**config.mk**
```make
export PLATFORM = sky130hd
export DESIGN_NAME = regfile_write_scheduler
export DESIGN_NICKNAME = d
export VERILOG_FILES = /design/src/rtl/regfile_write_scheduler.sv
export SDC_FILE = /design/constraint.sdc
export NUM_CORES = 1
export LEC_CHECK = 0
export ABC_AREA = 1
export CAP_MARGIN = 20
export CORE_UTILIZATION = 50
export CTS_BUF_LIST = sky130_fd_sc_hd__clkbuf_4 sky130_fd_sc_hd__clkbuf_8
export CTS_CLUSTER_SIZE = 28
export DETAILED_ROUTE_END_ITERATION = 10
export HOLD_SLACK_MARGIN = 0.08
export PLACE_DENSITY = 0.81
export REMOVE_ABC_BUFFERS = 1
export SLEW_MARGIN = 20
export SYNTH_ARGS = -nofsm -noshare
export SYNTH_HDL_FRONTEND = slang
export SYNTH_SLANG_ARGS = --single-unit
```
**constraint.sdc**
```tcl
create_clock -name clk -period 2.2 [get_ports clk]
set_input_delay 0.44 -clock clk [delete_from_list [all_inputs] [get_ports clk]]
set_output_delay 0.44 -clock clk [all_outputs]
set_load 0.005 [all_outputs]
```
**src/rtl/regfile_write_scheduler.sv**
```systemverilog
// Merges two write clients round-robin into one registered register-file write port via a small FIFO.
// Latency: accept at edge N -> we=1 after edge N+1; clients see ready=0 whenever the FIFO is full.
module regfile_write_scheduler #(
    parameter int unsigned DATA_W = 3,
    parameter int unsigned ADDR_W = 1,
    parameter int unsigned DEPTH  = 2
) (
    input  logic                   clk,
    input  logic                   rst,
    input  logic                   c0_valid,
    output logic                   c0_ready,
    input  logic [ADDR_W-1:0]      c0_addr,
    input  logic [DATA_W-1:0]      c0_data,
    input  logic                   c1_valid,
    output logic                   c1_ready,
    input  logic [ADDR_W-1:0]      c1_addr,
    input  logic [DATA_W-1:0]      c1_data,
    output logic                   we,
    output logic [ADDR_W-1:0]      waddr,
    output logic [DATA_W-1:0]      wdata,
    output logic [2**ADDR_W-1:0]   pending,
    output logic                   busy
);

    localparam int unsigned PTR_W = (DEPTH > 1) ? $clog2(DEPTH) : 1;
    localparam int unsigned CNT_W = $clog2(DEPTH + 1);
    localparam int unsigned NADDR = 2 ** ADDR_W;

    logic [ADDR_W-1:0] mem_addr_q [DEPTH];
    logic [DATA_W-1:0] mem_data_q [DEPTH];

    logic [PTR_W-1:0]  head_q, head_d;
    logic [PTR_W-1:0]  tail_q, tail_d;
    logic [CNT_W-1:0]  count_q, count_d;
    logic              rr_q, rr_d;
    logic              we_q;
    logic [ADDR_W-1:0] waddr_q;
    logic [DATA_W-1:0] wdata_q;

    logic              space;
    logic              grant0;
    logic              grant1;
    logic              push;
    logic              pop;
    logic [ADDR_W-1:0] push_addr;
    logic [DATA_W-1:0] push_data;
    logic [NADDR-1:0]  pend_mask;

    // rr_q=0 favours client 0 on contention; ready is held low while rst is asserted.
    always_comb begin
        space     = (count_q < CNT_W'(DEPTH));
        grant0    = !rst && space && c0_valid && (!c1_valid || !rr_q);
        grant1    = !rst && space && c1_valid && (!c0_valid || rr_q);
        push      = grant0 || grant1;
        pop       = (count_q != '0);
        push_addr = grant1 ? c1_addr : c0_addr;
        push_data = grant1 ? c1_data : c0_data;
        rr_d      = rr_q ^ (space && c0_valid && c1_valid);
        count_d   = count_q + CNT_W'(push) - CNT_W'(pop);
        head_d    = head_q;
        tail_d    = tail_q;
        if (pop) begin
            head_d = (head_q == PTR_W'(DEPTH - 1)) ? '0 : head_q + 1'b1;
        end
        if (push) begin
            tail_d = (tail_q == PTR_W'(DEPTH - 1)) ? '0 : tail_q + 1'b1;
        end
    end

    always_ff @(posedge clk or posedge rst) begin
        if (rst) begin
            head_q  <= '0;
            tail_q  <= '0;
            count_q <= '0;
            rr_q    <= 1'b0;
            we_q    <= 1'b0;
            waddr_q <= '0;
            wdata_q <= '0;
        end else begin
            head_q  <= head_d;
            tail_q  <= tail_d;
            count_q <= count_d;
            rr_q    <= rr_d;
            we_q    <= pop;
            if (pop) begin
                waddr_q <= mem_addr_q[head_q];
                wdata_q <= mem_data_q[head_q];
            end
        end
    end

    // Storage needs no reset: only entries covered by count_q are ever observed.
    always_ff @(posedge clk) begin
        if (push) begin
            mem_addr_q[tail_q] <= push_addr;
            mem_data_q[tail_q] <= push_data;
        end
    end

    always_comb begin
        int idx;
        pend_mask = '0;
        for (int k = 0; k < int'(DEPTH); k++) begin
            idx = int'(head_q) + k;
            if (idx >= int'(DEPTH)) begin
                idx = idx - int'(DEPTH);
            end
            if (k < int'(count_q)) begin
                pend_mask[mem_addr_q[idx]] = 1'b1;
            end
        end
        if (we_q) begin
            pend_mask[waddr_q] = 1'b1;
        end
    end

    assign c0_ready = grant0;
    assign c1_ready = grant1;
    assign we       = we_q;
    assign waddr    = waddr_q;
    assign wdata    = wdata_q;
    assign pending  = pend_mask;
    assign busy     = (count_q != '0) || we_q;

endmodule
```
# Word level (Yosys, flattened, before mapping)
# Memory sizes are Yosys's and may differ from the RTL's. A register that Yosys moved wholly into a read port is not among the register bits.
# Cells that the tools add are included.
dict set report classes {
  addsub 7
  multipliers 0
  n_div 0
  order_cmp 11
  eq_ne 0
  n_shift 0
  n_mux 17
  bitwise 3
  reduce_logical 19
}
# op count
set op_table {}
lappend op_table {{$logic_and 1x1->1} 10}
lappend op_table {{$mux 1} 10}
lappend op_table {{$lt 1x2->1 const B} 3}
lappend op_table {{$mux 2} 3}
lappend op_table {{$logic_not 1->1} 4}
lappend op_table {{$logic_or 1x1->1} 4}
lappend op_table {{$lt 1x2->1 const A} 2}
lappend op_table {{$or 2x2->2} 2}
lappend op_table {{$demux 1 s1} 3}
lappend op_table {{$ge 1x1->1 const B} 3}
lappend op_table {{$mux 3} 1}
lappend op_table {{$add 1x1->1 const B} 2}
lappend op_table {{$add 1x1->2 const B} 1}
lappend op_table {{$add 2x1->2} 1}
lappend op_table {{$ge 1x2->1 const B} 1}
lappend op_table {{$ge 2x2->1 const B} 1}
lappend op_table {{$lt 2x2->1 const B} 1}
lappend op_table {{$reduce_bool 2->1} 1}
lappend op_table {{$sub 1x1->1 const B} 2}
lappend op_table {{$sub 2x1->2} 1}
lappend op_table {{$xor 1x1->1} 1}
dict set report word_totals {
  regBits 6
  latchBits 0
  mem_bits_rw 8
  romBits 0
  out_inout_bits 10
  elab_cells 64
  memories 2
}
# memory depth word_bits rd rd_clocked_by_memory_dff wr line
set memory_table {}
lappend memory_table {mem_data_q 2 3 1 1 1 30} ;# logic [DATA_W-1:0] mem_data_q [DEPTH];
lappend memory_table {mem_addr_q 2 1 3 1 1 29} ;# logic [ADDR_W-1:0] mem_addr_q [DEPTH];

# Depth between registers and ports, before layout
# Gate-level depths: netlist (run 1).
# An unclocked memory read counts as a cell.
dict set report logic_depth {
  word_depth 12
  depth_mapped 10
  depth_no_buf 10
}

# Least setup slack after synthesis (run 1)
# No wires, ideal clock.
dict set report synth_timing {
  path_type {flip-flop to flip-flop}
  from {register count_q[1]}
  to {register count_q[1]}
  arrival_ns 1.515
  t_required_ns 2.071
  slack_ns 0.557
  stages_incl_launch_ff 10
  path_buffers 0
  period_less_slack_ns 1.643
  path_cell_list {dfrtp_1 -> nor2_4 -> nand3_4 -> nand2_2 -> inv_2 -> ha_1 -> inv_1 -> ha_1 -> xnor2_1 -> xor2_1}
}
dict set report synth_via {
  elab_chain_len 7
  elab_cells_between_ends 10
  classes_between {add/sub (2); order compare (1); reduce/logical (7)}
}
# element line
set synth_lines {}
lappend synth_lines {{start, declared} 34} ;# logic [CNT_W-1:0] count_q, count_d;
lappend synth_lines {{start signal, assigned} 82} ;# count_q <= count_d;
lappend synth_lines {{$lt 2x2->1} 51} ;# space = (count_q < CNT_W'(DEPTH));
lappend synth_lines {{$logic_and 1x1->1} {52, 53}}
lappend synth_lines {{$logic_and 1x1->1 (on tied branches) (2 in a row)} {52, 53}}
lappend synth_lines {{$logic_or 1x1->1} 54} ;# push = grant0 || grant1;
lappend synth_lines {{$add 2x1->2} 59} ;# count_d = count_q + CNT_W'(push) - CNT_W'(pop);
lappend synth_lines {{$sub 2x1->2 (*)} 59}
lappend synth_lines {{via count_d[1]} 34}
# Mark *: on every way through the listed nets, which the timed path passes. The rest lies on a longest branch.
# A chain may end at the register's enable or synchronous reset.

# Worst setup path after layout (run 1)
dict set report layout_timing {
  from {register head_q}
  to {output port pending[0]}
}
dict set report layout_via {
  elab_chain_len 12
  elab_cells_between_ends 23
  classes_between {add/sub (3); order compare (6); mux (9); bitwise (2); reduce/logical (2); memory (1)}
}
# element line
set layout_lines {}
lappend layout_lines {{start, declared} 32} ;# logic [PTR_W-1:0] head_q, head_d;
lappend layout_lines {{start signal, assigned} 72} ;# head_q <= '0;
lappend layout_lines {{start signal, assigned} 80} ;# head_q <= head_d;
lappend layout_lines {{$add 1x1->2, or another cell as far along} 104} ;# idx = int'(head_q) + k;
lappend layout_lines {{$ge 2x2->1, or another cell as far along} 105} ;# if (idx >= int'(DEPTH)) begin
lappend layout_lines {{$mux 1 / $mem_v2 2x1 (equally long branches)} --}
lappend layout_lines {{$mem_v2 2x1 (*)} --}
lappend layout_lines {{$lt 1x2->1 (not written as such), or another cell as far along} 109} ;# pend_mask[mem_addr_q[idx]] = 1'b1;
lappend layout_lines {{$logic_and 1x1->1 (not written as such) / $mux 1 (equally long branches)} 109}
lappend layout_lines {{$mux 1 (not written as such) / $demux 1 s1 (equally long branches)} 109}
lappend layout_lines {{$demux 1 s1 / $mux 2 (equally long branches)} {109, 108}}
lappend layout_lines {{$or 2x2->2 (no line)} --}
lappend layout_lines {{$mux 2 (*)} 108} ;# if (k < int'(count_q)) begin
lappend layout_lines {{$or 2x2->2 (no line)} --}
lappend layout_lines {{$mux 2 (*)} 112} ;# if (we_q) begin
lappend layout_lines {{end, declared} 21} ;# output logic [2**ADDR_W-1:0] pending,
# Every way passes the cells marked *; elsewhere a longest branch is shown, timed or not.

==> run_results.csv, run 1 <==
group,metric,value,unit
run_status,outcome,"complete, no violations",
logic_synthesis,synth-async-reset-ratio,55.6,%
placed_design,placed_area,1120,µm²
hold_path,min-delay-path-class,"in -> async",
die,num_io_pins,22,
logic_synthesis,syn_area_per_cell,9.51,µm²
timing,final.setup_skew,2.19,ps
power_and_ir_drop,comb_power_share,46.4,%
grt,grt_util_all_layers,18.4,%
power_and_ir_drop,switching_share,35.8,%
timing,worst_slew_margin_rel,73.8,%
route,detail_route.drc_violations,0,
route,met3_length,53,µm
worst_setup_path,end_kind,"output port",
timing,post-route-worst-setup-slack,81.6,ps
power_and_ir_drop,power.share.clock,12.6,%
logic_synthesis,yosysSeqAreaShare,55.4,%
logic_synthesis,syn_area,885,µm²
placed_design,gp_congestion,0.756,
logic_synthesis,synth_mux_area_share,0,%
worst_setup_path,crit_path_cell_trace,"or2_2 > nand3_1 > nand3_1 > clkdlybuf4s50_1",
run,total_of_max_cap_violations,0,
finish,multiInputGateArea,322,µm²
timing,grt_setup_unrepaired,"no",
route,wl_per_cell,10.7,µm
worst_setup_path,timing.critical_path.slowest_cell_delay,490,ps
placed_design,io_buffers,21,
cts,number_of_buffers_inserted_during_clock_tree_synthesis,3,
cts,cts_post_setup_buffers_inserted,0,
die,core_area,1580,µm²
cts,clk_pin_slew_worst_paths,90,ps
cts,cts_resized,0,
logic_synthesis,largest_family_of_logic_cells_by_synthesized_area,"simple AND/OR/NAND/NOR gates",
route,drt_wl_total,1450,µm
worst_setup_path,cp-start-kind,"flip-flop",
logic_synthesis,yosys.area_share.adder,2.83,%
worst_setup_path,critPathArrivalTime,1680,ps
timing,tightest_slew,393,ps
logic_synthesis,netlist-cell-type-count,24,
logic_synthesis,syn-instance-count,93,
logic_synthesis,postSynth.topFlopCell,"dfrtp_1",
finish,area_growth,31.3,%
grt,first_global_vias,631,
cts,clock_insertion_delay_worst_skew,290,ps
timing,setup_viol,0,
die,dieArea,1940,µm²
finish,regArea,492,µm²
logic_synthesis,synth_seq_cells,18,
cts,cts_tree,"built",
route,met2WireLength,750,µm
die,floorplan.initialDensity,56.1,%
finish,final_nets,134,
timing,finalSetupTns,0,ps
finish,antenna_cells,0,
die,die_width,44.1,µm
logic_synthesis,yosys.area_share.xor_xnor,3.96,%
worst_setup_path,cp_max_fo,13,
finish,final_cell_mix,"nand2_1 (28), clkdlybuf4s50_1 (19), inv_1 (13), dfrtp_1 (9), edfxtp_1 (8)",
grt,grt_pass1_wl,2510,µm
route,detail_route.vias_per_cell,4.99,
route,dr.max_layer_used,"met4",
finish,stdcell_area,1160,µm²
grt,grt_remaining_overflow,0,
worst_setup_path,critPathRequiredTime,1760,ps
cts,clock_root_buffer,"clkbuf_4",
finish,post_layout_nonfiller_instances,135,
placed_design,detailedPlacementHpwl,1160,µm
power_and_ir_drop,total_power_divided_by_cell_area,1220,nW/µm²
timing,number_of_pins_exceeding_their_max_slew_limit_in_the_final_report,0,
worst_setup_path,slowest_stage,"dfrtp_2",
power_and_ir_drop,max-vdd-ir-drop,0.878,mV
grt,grt_start_max_net_pins,14,
grt,grt_antenna_before_repair,0,
route,postRouteAntennaNets,0,
finish,nFillCells,123,
logic_synthesis,synth.yosys.warnings,0,
timing,post-route-period-util,96.3,%
worst_setup_path,timing.critical_path.mode_cell,"nand3_1",
power_and_ir_drop,power.static_leakage,0.556,nW
power_and_ir_drop,finalPower,1.42,mW
cts,cts_hold_buf,0,
die,row_count,14,
placed_design,detailedPlace.worstSlack,-20.0,ps
cts,cts.path.max_buffers,2,
power_and_ir_drop,seq_power_share,41.0,%
logic_synthesis,compound_gate_portion_of_the_synthesized_area,6.36,%
logic_synthesis,post_synth_and_or_nand_nor_area_fraction,23.2,%
finish,most_frequent_standard_cell_in_the_layout_excluding_fill_and_tap_cells,"nand2_1",
power_and_ir_drop,power.net_switching,0.508,mW
route,vias,673,
power_and_ir_drop,internal_power,0.912,mW
route,met1Wirelength,616,µm
timing,final_period_minus_worst_setup_slack,2120,ps
cts,clock_tree.htree_level_count,1,
timing,clock.fmax,472,MHz
logic_synthesis,synth_edf_count,8,
worst_setup_path,timing.setup.critical_path_class,"reg -> out",
placed_design,dp_cells,131,
cts,cts_num_sinks,18,
route,detail_route.iter0.violations,8,
finish,drive_gt1_share,16.0,%
die,dieHeight,44.1,µm
timing,final_hold_viol_count,0,
route,drt_first_pass_iters,4,
## cell usage after synthesis (2+ instances only)
cell,count,share of area (%)
o21ai_0,6,3.4
edfxtp_1,8,27
o21ai_1,2,1.1
inv_1,13,5.5
inv_2,2,0.85
nand3_1,5,2.8
ha_1,2,2.8
nand2_1,28,12
dfrtp_1,10,28
xor2_1,3,3.0
## worst paths after layout
check | from | slack (ps) | endpoint | depth (start not counted)
max in group asynchronous | rst | 1710 | head_q | 2
worst min-delay path | rst | 190 | tail_q | 2
worst min register to register | wdata[0] | 490 | wdata[0] | 2
min in group clk | wdata[0] | 490 | wdata[0] | 2
worst max-delay path | head_q | 80 | pending[0] | 4
worst max register to register | count_q[1] | 440 | count_q[1] | 9
## cells by family (layout without fill, tap and decap cells)
group,after synthesis,count (layout)
buf+inv,18,44
xor+xnor,4,4
simple gates,41,41
compound gates,10,10
fa+ha+maj,2,2
flops,18,18
## state kept, by name (all words and copies together) (netlist names)
register	cells
waddr	1
tail_q	1
rr_q	1
wdata	3
we	1
mem_data_q	6
mem_addr_q	2
count_q	2
head_q	1
## per-layer routing
metal,vias up,global-route usage [%]
li1,344,-
met1,306,21.0
met2,19,31.8
met3,4,3.67
met4,0,10.9
met5,-,0
## worst max-delay path, delay by kind of cell (launching register included)
family,cells,cell delay [ps]
DFF,1,490
buffers and inverters,1,440
and+or+nand+nor,3,450
## area by class of cell
| type | instances | share of cell area, % |
|---|---|---|
| Timing Repair Buffer | 23 | 19.8 |
| Sequential cell | 18 | 42.3 |
| Clock buffer | 4 | 2.59 |
| Inverter | 17 | 5.82 |
| Tap cell | 16 | 1.72 |
| Multi-Input combinational cell | 57 | 27.7 |
## metrics by stage
| step | util (%) | hold WS, ps |
|---|---|---|
| 2_1_floorplan | - | 280 |
| 3_3_place_gp | 71.3 | 469 |
| 3_5_place_dp | 71.3 | 476 |
| 4_1_cts | 73.3 | 499 |
| 5_1_grt | 73.7 | 233 |
| 6_report | 73.7 | 187 |
## power by group through the flow
stage / Combinational [mW] / Sequential [mW] / Clock [mW]
2_1_floorplan: 0.388 / 0.576 / 0
3_3_place_gp: 0.628 / 0.581 / 0
3_5_place_dp: 0.665 / 0.588 / 0
4_1_cts: 0.667 / 0.581 / 0.182
5_1_grt: 0.731 / 0.604 / 0.198
6_report: 0.659 / 0.582 / 0.179
Note: power is estimated with default switching activity, not from simulation.
==> run 2: changes to the inputs <==
CORE_ASPECT_RATIO = 1.25   (was default)
==> run_results.csv, run 2 (synthesis gave the netlist of run 1 again) <==
group,metric,value,unit
run_status,outcome,"complete, no violations",
grt,first_global_vias,674,
finish,regArea,493,µm²
worst_setup_path,cp-start-kind,"input port",
worst_setup_path,end_kind,"output port",
cts,cts_hold_buf,0,
route,drt_first_pass_iters,4,
cts,number_of_buffers_inserted_during_clock_tree_synthesis,3,
worst_setup_path,timing.setup.critical_path_class,"in -> out",
grt,grt_pass1_wl,2630,µm
finish,most_flop_heavy_register,"mem_data_q",
run,total_of_max_cap_violations,0,
grt,grt_remaining_overflow,0,
worst_setup_path,slowest_stage,"clkdlybuf4s50_1",
finish,final_nets,135,
die,dieArea,1940,µm²
placed_design,detailedPlace.worstSlack,-32.5,ps
worst_setup_path,timing.critical_path.mode_cell,"clkdlybuf4s50_1",
worst_setup_path,critPathArrivalTime,1690,ps
timing,final_period_minus_worst_setup_slack,2130,ps
timing,tightest_slew,404,ps
timing,worst_slew_margin_rel,73.1,%
die,dieHeight,49.0,µm
cts,clk_pin_slew_worst_paths,100,ps
placed_design,gp_congestion,0.645,
timing,clock.fmax,469,MHz
die,core_area,1600,µm²
finish,largest_reg_flops,6,
grt,grt_antenna_before_repair,0,
worst_setup_path,cp_num_buf_inv,3,
cts,cts_tree,"built",
grt,grt_util_all_layers,20.2,%
cts,cts.path.max_buffers,2,
power_and_ir_drop,finalPower,1.45,mW
cts,cts_num_sinks,18,
grt,grt_start_max_net_pins,14,
power_and_ir_drop,power.net_switching,0.537,mW
finish,area_growth,31.5,%
finish,post_layout_nonfiller_instances,138,
finish,multiInputGateArea,322,µm²
placed_design,detailedPlacementHpwl,1340,µm
placed_design,dp_cells,133,
timing,final.setup_skew,2.52,ps
timing,whs,502,ps
cts,clock_root_buffer,"clkbuf_4",
route,detail_route.iter0.violations,13,
finish,final_cell_mix,"nand2_1 (28), clkdlybuf4s50_1 (21), inv_1 (13), dfrtp_1 (8), edfxtp_1 (8)",
die,die_width,39.6,µm
timing,number_of_pins_exceeding_their_max_slew_limit_in_the_final_report,0,
route,detail_route.vias_per_cell,5.06,
finish,drive_gt1_share,16.7,%
die,num_io_pins,22,
timing,grt_setup_unrepaired,"no",
worst_setup_path,crit_path_cell_trace,"clkdlybuf4s50_1 > nor2_4 > nand3_2 > inv_1 > clkdlybuf4s50_1",
power_and_ir_drop,max-vdd-ir-drop,0.732,mV
route,wl_per_cell,11.9,µm
power_and_ir_drop,power.share.clock,11.5,%
power_and_ir_drop,seq_power_share,40.0,%
finish,antenna_cells,0,
die,floorplan.initialDensity,55.2,%
power_and_ir_drop,power.static_leakage,0.539,nW
worst_setup_path,timing.critical_path.slowest_cell_delay,490,ps
finish,nFillCells,120,
route,detail_route.drc_violations,0,
cts,clock_tree.htree_level_count,1,
finish,most_frequent_standard_cell_in_the_layout_excluding_fill_and_tap_cells,"nand2_1",
timing,post-route-period-util,97.0,%
power_and_ir_drop,switching_share,37.1,%
route,postRouteAntennaNets,0,
timing,final_hold_viol_count,0,
worst_setup_path,critPathRequiredTime,1760,ps
cts,clock_insertion_delay_worst_skew,290,ps
route,drt_wl_total,1640,µm
die,row_count,16,
worst_setup_path,cp_max_fo,3,
power_and_ir_drop,comb_power_share,48.5,%
placed_design,io_buffers,21,
power_and_ir_drop,internal_power,0.909,mW
hold_path,min-delay-path-class,"in -> async",
worst_setup_path,crit_family,"buffers and inverters",
route,vias,698,
timing,post-route-worst-setup-slack,65.7,ps
timing,setup_viol,0,
power_and_ir_drop,total_power_divided_by_cell_area,1240,nW/µm²
## run 2: cell count changes in the layout (fill, tap and decap cells not counted)
cell             previous run  this run
clkdlybuf4s50_1            19        21
dlymetal6s2s_1              2         0
buf_4                       2         3
clkinv_1                    0         1
clkbuf_4                    4         3
dfrtp_2                     1         2
dfrtp_1                     9         8
## run 2: path summary, 6_finish.rpt
kind	cells after the start	startpoint	slack, ps	endpoint
max	5	rst	70	c0_ready
min	2	rst	500	wdata[0]
max reg2reg	9	count_q[1]	410	count_q[1]
min reg2reg	2	wdata[1]	510	wdata[1]
max in group asynchronous	2	rst	1390	count_q[1]
min in group clk	2	wdata[1]	510	wdata[1]
## run 2: worst reg2reg max path, cell delays in order (launching register included)
cell and delay (ps):
dfrtp_2 460, nor2_4 160, nand3_2 100, nand2_2 100, inv_2 40, ha_1 260, inv_1 40, ha_1 170
xnor2_1 200, xor2_1 180
## run 2: area by class of cell
class,count,area share (%)
clock buffer,3,1.94
clock inverter,1,0.323
inverter,17,5.81
multi-input combinational,57,27.6
sequential,18,42.4
tap,18,1.94
timing repair buffer,24,20.0
## run 2: power by group through the flow
stage / clock network, mW / registers (mW) / logic (mW)
after floorplan: 0 / 0.576 / 0.388
after global placement: 0 / 0.581 / 0.631
after detailed placement: 0 / 0.595 / 0.675
after CTS: 0.169 / 0.588 / 0.678
after global routing: 0.192 / 0.588 / 0.780
final: 0.167 / 0.578 / 0.702
## run 2: what timing repair did
| action | CTS | global route |
|---|---|---|
| setup endpoints to repair | 0 | 2 |
| resized for setup | 0 | 2 |
| setup buffers | 0 | 1 |
## run 2: routing by layer
metal / GRT usage [%] / up-vias / wire [µm]
met5: 0 / - / 0
met4: 8.62 / 0 / 24
met3: 2.74 / 2 / 59
met2: 38.3 / 25 / 936
met1: 19.6 / 323 / 620
li1: - / 348 / -
## run 2: per-stage QoR
| stage | area, µm² | utilization (%) | TNS (ps) |
|---|---|---|---|
| after detailed placement | 1130 | 70.4 | -32.5 |
| after CTS | 1150 | 72.0 | 0 |
| after global placement | 1130 | 70.4 | 0 |
| after floorplan | 880 | - | 0 |
| after global routing | 1160 | 72.7 | 0 |
| final | 1160 | 72.7 | 0 |
